==> src/rtl/lol_word_detector.sv <==
// Word detector for the L/O/Y letter stream from lol_reader: pulses lol on each
// "LOL" (overlapping), keeps a saturating word count and a sticky illegal-event flag.
//
// state  | meaning
// -------+-------------------------------------------
// IDLE   | no partial word in progress
// GOT_L  | last letter event was an L
// GOT_LO | last two letter events were L then O
module lol_word_detector #(
    parameter int COUNT_W = 4
) (
    input  logic               clk,
    input  logic               reset,
    input  logic               L,
    input  logic               O,
    input  logic               Y,
    input  logic               clear,
    output logic               lol,
    output logic [COUNT_W-1:0] word_count,
    output logic               err,
    output logic [1:0]         state
);

    typedef enum logic [1:0] {
        IDLE   = 2'd0,
        GOT_L  = 2'd1,
        GOT_LO = 2'd2
    } state_t;

    localparam logic [COUNT_W-1:0] COUNT_MAX = '1;

    state_t             cur_state;
    state_t             nxt_state;
    logic               prev_l;
    logic               prev_o;
    logic               prev_y;
    logic               rise_l;
    logic               rise_o;
    logic               rise_y;
    logic               one_rise;
    logic               multi_rise;
    logic               lol_nxt;
    logic               err_nxt;
    logic [COUNT_W-1:0] count_nxt;

    assign rise_l = L & ~prev_l;
    assign rise_o = O & ~prev_o;
    assign rise_y = Y & ~prev_y;

    assign multi_rise = (rise_l & rise_o) | (rise_l & rise_y) | (rise_o & rise_y);
    assign one_rise   = (rise_l | rise_o | rise_y) & ~multi_rise;

    // Letter history keeps updating through clear so a held level never re-fires.
    always_ff @(posedge clk or posedge reset) begin
        if (reset) begin
            prev_l     <= 1'b0;
            prev_o     <= 1'b0;
            prev_y     <= 1'b0;
            cur_state  <= IDLE;
            lol        <= 1'b0;
            word_count <= '0;
            err        <= 1'b0;
        end else begin
            prev_l     <= L;
            prev_o     <= O;
            prev_y     <= Y;
            cur_state  <= nxt_state;
            lol        <= lol_nxt;
            word_count <= count_nxt;
            err        <= err_nxt;
        end
    end

    always_comb begin
        nxt_state = cur_state;
        lol_nxt   = 1'b0;
        count_nxt = word_count;
        err_nxt   = err;
        if (clear) begin
            nxt_state = IDLE;
            count_nxt = '0;
            err_nxt   = 1'b0;
        end else if (multi_rise) begin
            nxt_state = IDLE;
            err_nxt   = 1'b1;
        end else if (one_rise) begin
            case (cur_state)
                IDLE: begin
                    nxt_state = rise_l ? GOT_L : IDLE;
                end
                GOT_L: begin
                    if (rise_l)
                        nxt_state = GOT_L;
                    else if (rise_o)
                        nxt_state = GOT_LO;
                    else
                        nxt_state = IDLE;
                end
                GOT_LO: begin
                    if (rise_l) begin
                        // Completing L doubles as the first L of the next word.
                        nxt_state = GOT_L;
                        lol_nxt   = 1'b1;
                        if (word_count != COUNT_MAX)
                            count_nxt = word_count + 1'b1;
                    end else begin
                        nxt_state = IDLE;
                    end
                end
                default: begin
                    nxt_state = IDLE;
                end
            endcase
        end
    end

    assign state = cur_state;

endmodule
==> config.mk <==
export PLATFORM = sky130hd
export DESIGN_NAME = lol_word_detector
export DESIGN_NICKNAME = d
export VERILOG_FILES = /design/src/rtl/lol_word_detector.sv
export SDC_FILE = /design/constraint.sdc
export NUM_CORES = 1
export LEC_CHECK = 0
export CAP_MARGIN = 20
export CORE_AREA = 8 8 45 47
export DETAILED_ROUTE_END_ITERATION = 6
export DIE_AREA = 0 0 53 55
export DONT_BUFFER_PORTS = 1
export MAX_ROUTING_LAYER = met4
export SLEW_MARGIN = 40
export SYNTH_ARGS = -nofsm -noshare
export SYNTH_HDL_FRONTEND = slang
export SYNTH_SLANG_ARGS = --single-unit
==> constraint.sdc <==
create_clock -name clk -period 3.3 [get_ports clk]
set_input_delay 0.66 -clock clk [delete_from_list [all_inputs] [get_ports clk]]
set_output_delay 0.66 -clock clk [all_outputs]
set_load 0.05 [all_outputs]
==> out/metrics.cfg, run 1 <==
[cts]
cts-resized-gates=0
cts_tree=built
cts.sink_count=11
clk_latency_ps=270
root_buffer=clkbuf_4
cts_buffers=3
cts_max_path_buffers=2
htreeDepth=1
post_cts_buffers=0
path_clk_slew_ps=80
cts_hold_buf=0

[layout]
fin_area_sq_um=549
diodes=0
nets=54
utilization=0.397
final_layout_size_suffix_gt1_frac=0.130
syn2layout_area_growth_pct=8.66
fin_cells=62

[synthesis]
syn_nets=50
syn_avg_cell_area_sq_um=11.8
synth_mux_area_frac=0.0594
yosys_warnings=0
synth_cell_types=21
synth_seq_area_share=0.545
synth_cells=43
synthAdderAreaFrac=0.0446
synthSimpleGateAreaFrac=0.300
synth.cell_area_sq_um=505
synth-xor-area-share=0.0173
synth_top_family_by_area=simple AND/OR/NAND/NOR gates
ys_seq_elements=11
synth_compound_gate_area_share=0.0198

[sta]
finalCriticalPeriod_ps=2100
setup_tns_ps=0
max_slew_margin=0.593
clock_skew_ps=10.2
setup_viol_count_final=0
tightest_slew_ps=610
fmax_ghz=0.476
min_period_over_period=0.637
maxSlewViolCount=0
hold_viol_final=0
rsz0062_at_grt=false

[critical_path]
required_ps=3520
worstReg2RegEnd=word_count[3]
r2r-start=word_count[0]
crit_fanout=4
slowest_delay_ps=600
crit_path_top_delay_cell=dfrtp_1
critical-path-top-delay-family=simple AND/OR/NAND/NOR gates
path_cells=ha_1, and3_1, or4_4, or4_1, nand2_1
critPathKind=reg2reg
start_kind=register
rrSetupSlack_ps=1200
end_kind=register
cp-startpoint=word_count[0]
ff2ff_path_depth=5
cp_num_buf_inv=0
arrival_ps=2320

[routing]
via_per_inst=5.15
post_drt_wl_per_cell_microns=16.0
first_pass_iters=4
vias=319
drc_errors=0
drt_wl_total_microns=992
ant_nets=0
drt_iter0_drc=2

[pwr]
switching_share=0.249
p_seq_frac=0.582
p_sw_uw=62.2
pwr_density_cell_mw_per_mm2=455
pwr-share-clk=0.371
power_frac_comb=0.047
p_int_uw=187
peakVddDrop_mv=0.195
leakage_nw=0.256

[grt]
grt_remaining_overflow=0
track_usage=0.0773
grt_pass1_vias=313
grt_max_degree=12
antenna_found_initial=0
grt_pass1_wl_microns=1570

[placed_design]
post-place-cells=58
gp_congestion=0.644
port_buffers=0
dpl.hpwl_microns=737
placed_area_sq_um=522

[floorplan]
die_area_sq_mm=0.00292
initial_core_util=0.365
fp.dieH_microns=55
num_io_pins=14
rows=14
coreArea_sq_mm=0.00138
fp.dieW_microns=53

[worst_hold_path]
holdCritPathClass=in2async

[status]
status=complete, no violations

[flow_run]
maxCapViolations=0

how the worst max path moves through the flow:
stage	endpoint	slack [ps]	cells past startpoint
after global placement	word_count[3]	1230	5
after floorplan	word_count[3]	1280	5
after CTS	word_count[3]	1190	5
after global routing	word_count[3]	1160	5
final	word_count[3]	1200	5
after detailed placement	word_count[3]	1210	5
final cells by class:
cell class              instances  area [sq um]
fillers                       142           835
flip-flops and latches         11           275
multi-input cells              30           223
clock buffers                   3          22.5
well taps                      16          20.0
clock inverters                 1          5.00
inverters                       1          3.75
layout by cell type, fill, tap and decap left out, types with 2 or more instances in the layout:
cell      netlist  final
nor3_1          2      2
mux2i_1         3      3
nor4_1          3      3
clkbuf_4        0      3
nor2b_1         4      4
nand2_1         2      2
nor2_1          4      4
dfrtp_1        11     11
metal layers:
metal / vias to the layer above / wire (microns) / track usage
met2: 16 / 400 / 0.0918
met3: 0 / 145 / 0.0695
li1: 159 / - / -
met5: - / 0 / -
met4: 0 / 0 / 0.0129
met1: 144 / 446 / 0.0936
Yosys cell counts:
cell	instances	area (sq um)
nand4bb_4	1	27.5
mux2i_1	3	30.0
nor2_1	4	15.0
nor2b_1	4	25.0
nor3_1	2	10.0
o21ai_0	1	5.00
inv_1	1	3.75
and4b_1	1	10.0
clkbuf_1	1	3.75
xor2_1	1	8.76
and2b_1	1	7.51
ha_1	1	12.5
nor4_1	3	18.8
nand3_1	1	5.00
dfrtp_1	11	275
or4_1	1	7.51
and3_1	1	6.26
maj3_1	1	10.0
nand2_1	2	7.51
or4_4	1	11.3
a21oi_1	1	5.00
power groups by stage:
stage | Clock (mW) | Sequential [mW] | Combinational (mW)
floorplan | 0 | 0.148 | 0.0110
global placement | 0 | 0.148 | 0.0117
detailed placement | 0 | 0.148 | 0.0118
CTS | 0.0948 | 0.146 | 0.0120
global route | 0.103 | 0.146 | 0.0134
finish | 0.0927 | 0.145 | 0.0116
state kept, by name, summed over array words and instances (netlist names):
register / count
prev_o: 1
prev_l: 1
lol: 1
state: 2
word_count: 4
prev_y: 1
err: 1
through the flow:
step / worst slack (ps) / hold WS, ps / power, mW
final: 1200 / 253 / 0.250
after global placement: 1230 / 566 / 0.160
after CTS: 1190 / 270 / 0.252
after floorplan: 1280 / 512 / 0.159
after global routing: 1160 / 282 / 0.263
after detailed placement: 1210 / 569 / 0.160
cell families (layout without fill, tap and decap cells):
family	Yosys count	count (layout)
buffers and inverters	2	5
adders and majority gates	2	2
xor gates and xnor gates	1	1
DFF	11	11
muxes	3	3
and+or+nand+nor	22	22
AOI/OAI and AO/OA	2	2
worst register-to-register path, cell delays in order (launching register included):
cell and delay [ps]:
dfrtp_1 600, ha_1 340, and3_1 180, or4_4 450
or4_1 410, nand2_1 80
No activity file was read; power rests on OpenSTA's default activity.
==> inputs of run 2 (changes only) <==
Settings changed: ABC_AREA set to 1.
Clock period 3.3 ns to 2.1 ns, I/O delays scaled along.
==> run 2 against run 1 <==
Synthesized area up 16%. Critical path type unchanged. Clock-buffer cell count up 1. Non-clock buffer count up 5. Utilization up 8.3 points. Largest power group unchanged. Sequential power up 57%. Register-to-register slack worse by 560 ps. Fmax up 44%. Clock skew down 8.9 ps. Combinational power rose to 2.9 times the previous value. Clock power up 50%.
==> out/metrics.cfg, run 2 <==
[synthesis]
synth_edf_count=0  ; unchanged
synthFlopType=dfrtp_1
ys_async_sr_fraction=1.00  ; unchanged
netlist_top_cells_count=nand2_1, inv_1, dfrtp_1
synth_cell_types=16  ; -24%
synth_seq_area_share=0.470  ; -0.0745
syn_avg_cell_area_sq_um=8.37  ; -29%
syn_nets=77  ; +54%
synth_cells=70  ; +63%
synthTopCellsByArea=dfrtp_1, nand2_1, nand3_1
yosys_warnings=0  ; unchanged
ys_seq_elements=11  ; unchanged
synth_top_area_cell=dfrtp_1
synth.cell_area_sq_um=586  ; +16%
synth.top_cell.area_share=0.470  ; -0.0745
yosys.cell_count.top_type=nand2_1

[pwr]
leakage_nw=0.376  ; +47%
pwr_density_cell_mw_per_mm2=603  ; +33%
p_int_uw=299  ; +60%
p_seq_frac=0.570  ; -0.012
peakVddDrop_mv=0.415  ; +110%
pwr-share-clk=0.346  ; -0.025
switching_share=0.254  ; +0.00465
power_frac_comb=0.085  ; +0.038
p_sw_uw=102  ; +64%

[routing]
ant_nets=0  ; unchanged
via_per_inst=4.93  ; -4.3%
first_pass_iters=3  ; -1
drc_errors=0  ; unchanged
post_drt_wl_per_cell_microns=11.8  ; -26%
drt_wl_total_microns=1110  ; +12%
drt_iter0_drc=5  ; +3
vias=463  ; +45%

[grt]
grt_max_degree=13  ; +1
track_usage=0.0904  ; +0.0131
grt_use_met2=0.146  ; +0.0547
top_usage_layer=met2
grt_pass1_wl_microns=1900  ; +22%
grt_remaining_overflow=0  ; unchanged
grt_pass1_vias=449  ; +43%
global_route.usage.met3=0.0374  ; -0.0321
met1_usage=0.0953  ; +0.00171
antenna_found_initial=0  ; unchanged

[floorplan]
rows=14  ; unchanged
fp.dieH_microns=55  ; unchanged
die_area_sq_mm=0.00292  ; unchanged
initial_core_util=0.423  ; +0.0579
num_io_pins=14  ; unchanged
fp.dieW_microns=53  ; unchanged
coreArea_sq_mm=0.00138  ; unchanged

[sta]
setup_tns_ps=0  ; unchanged
fmax_ghz=0.684  ; +44%
maxSlewViolCount=0  ; unchanged
min_period_over_period=0.696  ; +0.0589
tightest_slew_ps=552  ; -57.5 ps
max_slew_margin=0.632  ; +0.0384
setup_viol_count_final=0  ; unchanged
clock_skew_ps=1.36  ; -8.85 ps
hold_viol_final=0  ; unchanged
rsz0062_at_grt=false
finalCriticalPeriod_ps=1460  ; -641 ps

[worst_hold_path]
holdCritPathClass=in2async

[layout]
diodes=0  ; unchanged
fin_area_sq_um=664  ; +21%
layout_commonest_cell=nand2_1
nets=86  ; +59%
fillCellCount=144  ; +1.4%
top_register=word_count
final_cell_mix=nand2_1, inv_1, dfrtp_1
syn2layout_area_growth_pct=13.5
utilization=0.480  ; +0.0832
largest_reg_flops=4  ; unchanged
final_layout_size_suffix_gt1_frac=0.269  ; +0.139

[cts]
cts.sink_count=11  ; unchanged
path_clk_slew_ps=70  ; about the same
root_buffer=clkbuf_4
cts_tree=built
post_cts_buffers=0  ; unchanged
cts-resized-gates=0  ; unchanged
cts_max_path_buffers=2  ; unchanged
cts_buffers=3  ; unchanged
htreeDepth=1  ; unchanged
cts_hold_buf=0  ; unchanged
clk_latency_ps=260  ; about the same

[critical_path]
crit_fanout=5  ; +1
arrival_ps=1610  ; -710 ps
crit_path_top_delay_cell=dfrtp_1
critPathKind=reg2reg
end_kind=register
start_kind=register
path_cells=nor2_1, nand2_2, nor2_4, nand4_2, nand3_1, nand2_1
slowest_delay_ps=590  ; about the same
required_ps=2250  ; -1270 ps

[placed_design]
port_buffers=0  ; unchanged
gp_congestion=0.752  ; +17%
placed_area_sq_um=638  ; +22%
dpl.hpwl_microns=906  ; +23%

[status]
status=complete, no violations

[flow_run]
maxCapViolations=0  ; unchanged

run 2: changes by cell type after synthesis, moves of 3 or more:
cell     delta
nand3_1     +8
mux2i_1     -3
nand2_1    +11
inv_1      +11
nor4_1      -3
nor2b_1     -4
nand4_1     +5
nand2_2     +5
run 2: stage by stage:
stage                     hold WS, ps  setup WS [ps]  cells  power, mW
after floorplan                   272            555     70      0.261
after global placement            334            697     90      0.267
after detailed placement          339            633     90      0.267
after CTS                        54.5            624     94      0.408
after global routing             69.4            506     94      0.424
final                            36.8            638     94      0.401
run 2: power by group through the flow:
stage          logic (mW)  clock network [mW]  registers (mW)
3_3_place_gp       0.0347                   0           0.232
6_report           0.0340               0.139           0.228
3_5_place_dp       0.0348                   0           0.233
4_1_cts            0.0351               0.145           0.228
5_1_grt            0.0393               0.156           0.229
2_1_floorplan      0.0291                   0           0.232
run 2: critical path: cells and delay by family (launching register included):
kind,cells,cell delay [ps]
simple gates,6,760
flops,1,590
run 2: final timing paths:
kind                            slack [ps]  depth (start not counted)             to      from
worst min register to register         570                          3       state[0]    prev_l
max in group asynchronous             1770                          1            err     reset
worst max-delay path                   640                          6  word_count[3]  state[0]
min in group clk                       190                          0         prev_l         L
worst max register to register         640                          6  word_count[3]  state[0]
worst min-delay path                    40                          1         prev_l     reset
run 2: kinds of logic after synthesis:
family                     after synthesis  synth area share
AOI/OAI and AO/OA                        3            0.0385
xor gates and xnor gates                 1            0.0150
adders and majority gates                1            0.0214
buffers and inverters                   15            0.0983
DFF                                     11             0.470
and+or+nand+nor                         39             0.357
run 2: cell type report:
type | count | area [sq um] | area share
Clock buffer | 4 | 26.3 | 0.0395
Sequential cell | 11 | 275 | 0.414
Tap cell | 16 | 20.0 | 0.0301
Timing Repair Buffer | 5 | 37.5 | 0.0565
Multi-Input combinational cell | 44 | 253 | 0.380
Inverter | 14 | 52.6 | 0.0791
run 2: metal layers:
layer  wire (microns)  vias up
met5                0        -
met4               12        0
met3               78        2
met2              549        8
met1              466      216
li1                 -      237
==> inputs of run 3 (changes only) <==
Clock period 2.1 ns to 1.4 ns, I/O delays scaled along.
==> run 3 against run 2 <==
Wire length up 1.8%. Register-to-register slack worse by 500 ps. Sequential share of layout area down 0.99 points. Power up 55%.
==> out/metrics.cfg, run 3 (synthesis results as in run 2) <==
[floorplan]
fp.dieW_microns=53  ; unchanged
num_io_pins=14  ; unchanged
rows=14  ; unchanged
fp.dieH_microns=55  ; unchanged
initial_core_util=0.423  ; unchanged
coreArea_sq_mm=0.00138  ; unchanged
die_area_sq_mm=0.00292  ; unchanged

[grt]
grt_pass1_wl_microns=1880  ; -1.1%
track_usage=0.0938  ; +0.00336
grt_pass1_vias=454  ; +1.1%
grt_max_degree=13  ; unchanged
antenna_found_initial=0  ; unchanged
grt_remaining_overflow=0  ; unchanged

[layout]
top_register=word_count
diodes=0  ; unchanged
largest_reg_flops=4  ; unchanged
nets=88  ; +2.3%
fillCellCount=132  ; -8.3%
syn2layout_area_growth_pct=17.3
final_cell_mix=nand2_1, inv_1, nand3_1, dfrtp_1, buf_4
final_layout_size_suffix_gt1_frac=0.313  ; +0.0433
layout_commonest_cell=nand2_1

[critical_path]
critPathKind=reg2reg
crit_fanout=5  ; unchanged
worstReg2RegEnd=word_count[0]
ff2ff_path_depth=7  ; +1
r2r-start=word_count[0]
required_ps=1570  ; -680 ps
end_kind=register
rrSetupSlack_ps=140  ; -500 ps
arrival_ps=1430  ; -180 ps
start_kind=register

[pwr]
p_total_uw=620  ; +55%
leakage_nw=0.379  ; +0.80%
peakVddDrop_mv=0.489  ; +18%
pwr_density_cell_mw_per_mm2=903  ; +50%

[cts]
cts-resized-gates=0  ; unchanged
cts.sink_count=11  ; unchanged
cts_tree=built
path_clk_slew_ps=80  ; about the same
htreeDepth=1  ; unchanged
root_buffer=clkbuf_4
cts_max_path_buffers=2  ; unchanged
post_cts_buffers=0  ; unchanged
cts_buffers=3  ; unchanged
clk_latency_ps=270  ; about the same

[sta]
setup_tns_ps=0  ; unchanged
fmax_ghz=0.793  ; +16%
tightest_slew_ps=467  ; -85.4 ps
hold_viol_final=0  ; unchanged
maxSlewViolCount=0  ; unchanged
min_period_over_period=0.901  ; +0.204
rsz0062_at_grt=false
clock_skew_ps=9.20  ; +7.84 ps
finalCriticalPeriod_ps=1260  ; -201 ps
max_slew_margin=0.689  ; +0.0570
setup_viol_count_final=0  ; unchanged

[routing]
ant_nets=0  ; unchanged
vias=483  ; +4.3%
via_per_inst=5.03  ; +2.1%
drt_wl_total_microns=1130  ; +1.8%
drc_errors=0  ; unchanged
first_pass_iters=3  ; unchanged
post_drt_wl_per_cell_microns=11.7  ; -0.31%
drt_iter0_drc=5  ; unchanged

[flow_run]
maxCapViolations=0  ; unchanged

[worst_hold_path]
hold_depth=0
holdCritPathClass=in2reg
min_to=prev_o
hold_start=O

[placed_design]
gp_congestion=0.791  ; +5.1%
dpl.hpwl_microns=901  ; -0.53%
port_buffers=0  ; unchanged

[status]
status=complete, no violations

==> run 3: changes by cell type in the layout (fill, tap and decap cells not counted), sizes merged <==
cell,before,now
buf,5,6
dlygate4sd3,0,1
==> run 3: how the worst max path moves through the flow <==
stage                       start            end  slack (ps)  cells past startpoint
floorplan                state[1]  word_count[2]           1                      7
global placement    word_count[0]  word_count[1]         160                      7
detailed placement  word_count[0]  word_count[0]         140                      7
CTS                 word_count[0]  word_count[0]         130                      7
global route        word_count[0]  word_count[0]          40                      7
finish              word_count[0]  word_count[0]         140                      7
==> run 3: area by class of cell <==
cell class                      instances  area [sq um]  area share
Clock buffer                            4          26.3      0.0383
Sequential cell                        11           278       0.404
Multi-Input combinational cell         44           255       0.372
Tap cell                               16          20.0      0.0291
Timing Repair Buffer                    7          55.1      0.0801
Inverter                               14          52.6      0.0765
==> run 3: where the power goes <==
part / internal, mW / total, mW / switching [mW] / leakage (nW)
registers: 0.325 / 0.337 / 0.0113 / 0.143
logic: 0.0168 / 0.0605 / 0.0437 / 0.222
clock network: 0.110 / 0.223 / 0.113 / 0.0150
==> run 3: critical path: stages, from the launching register on <==
cell,delay [ps]
dfrtp_2,410
ha_2,190
nand2_1,60
nor2_1,60
nor2_4,150
nand4_2,130
nand3_1,90
nand2_1,60
==> run 3: through the flow <==
stage               hold WS, ps  utilization  worst slack, ps  std cells  cell area, sq um
finish                     26.7        0.496              139         96               687
global route               9.55        0.496             37.8         96               687
CTS                        23.9        0.496              126         96               687
detailed placement          189        0.470              138         91               651
global placement            187        0.470              159         91               651
floorplan                   132            -             1.26         70               591
==> run 3: timing repair <==
item / in CTS / in global routing
hold buffers: 1 / 0
hold endpoints to repair: 11 / 0
setup endpoints to repair: 0 / 0
==> run 3: metal layers <==
layer	global-route usage	wire length [microns]	vias up	share of wire
li1	-	-	247	-
met1	0.0952	477	220	0.42
met2	0.141	518	11	0.46
met3	0.0374	92	5	0.082
met4	0.0776	38	0	0.034
met5	-	0	-	0
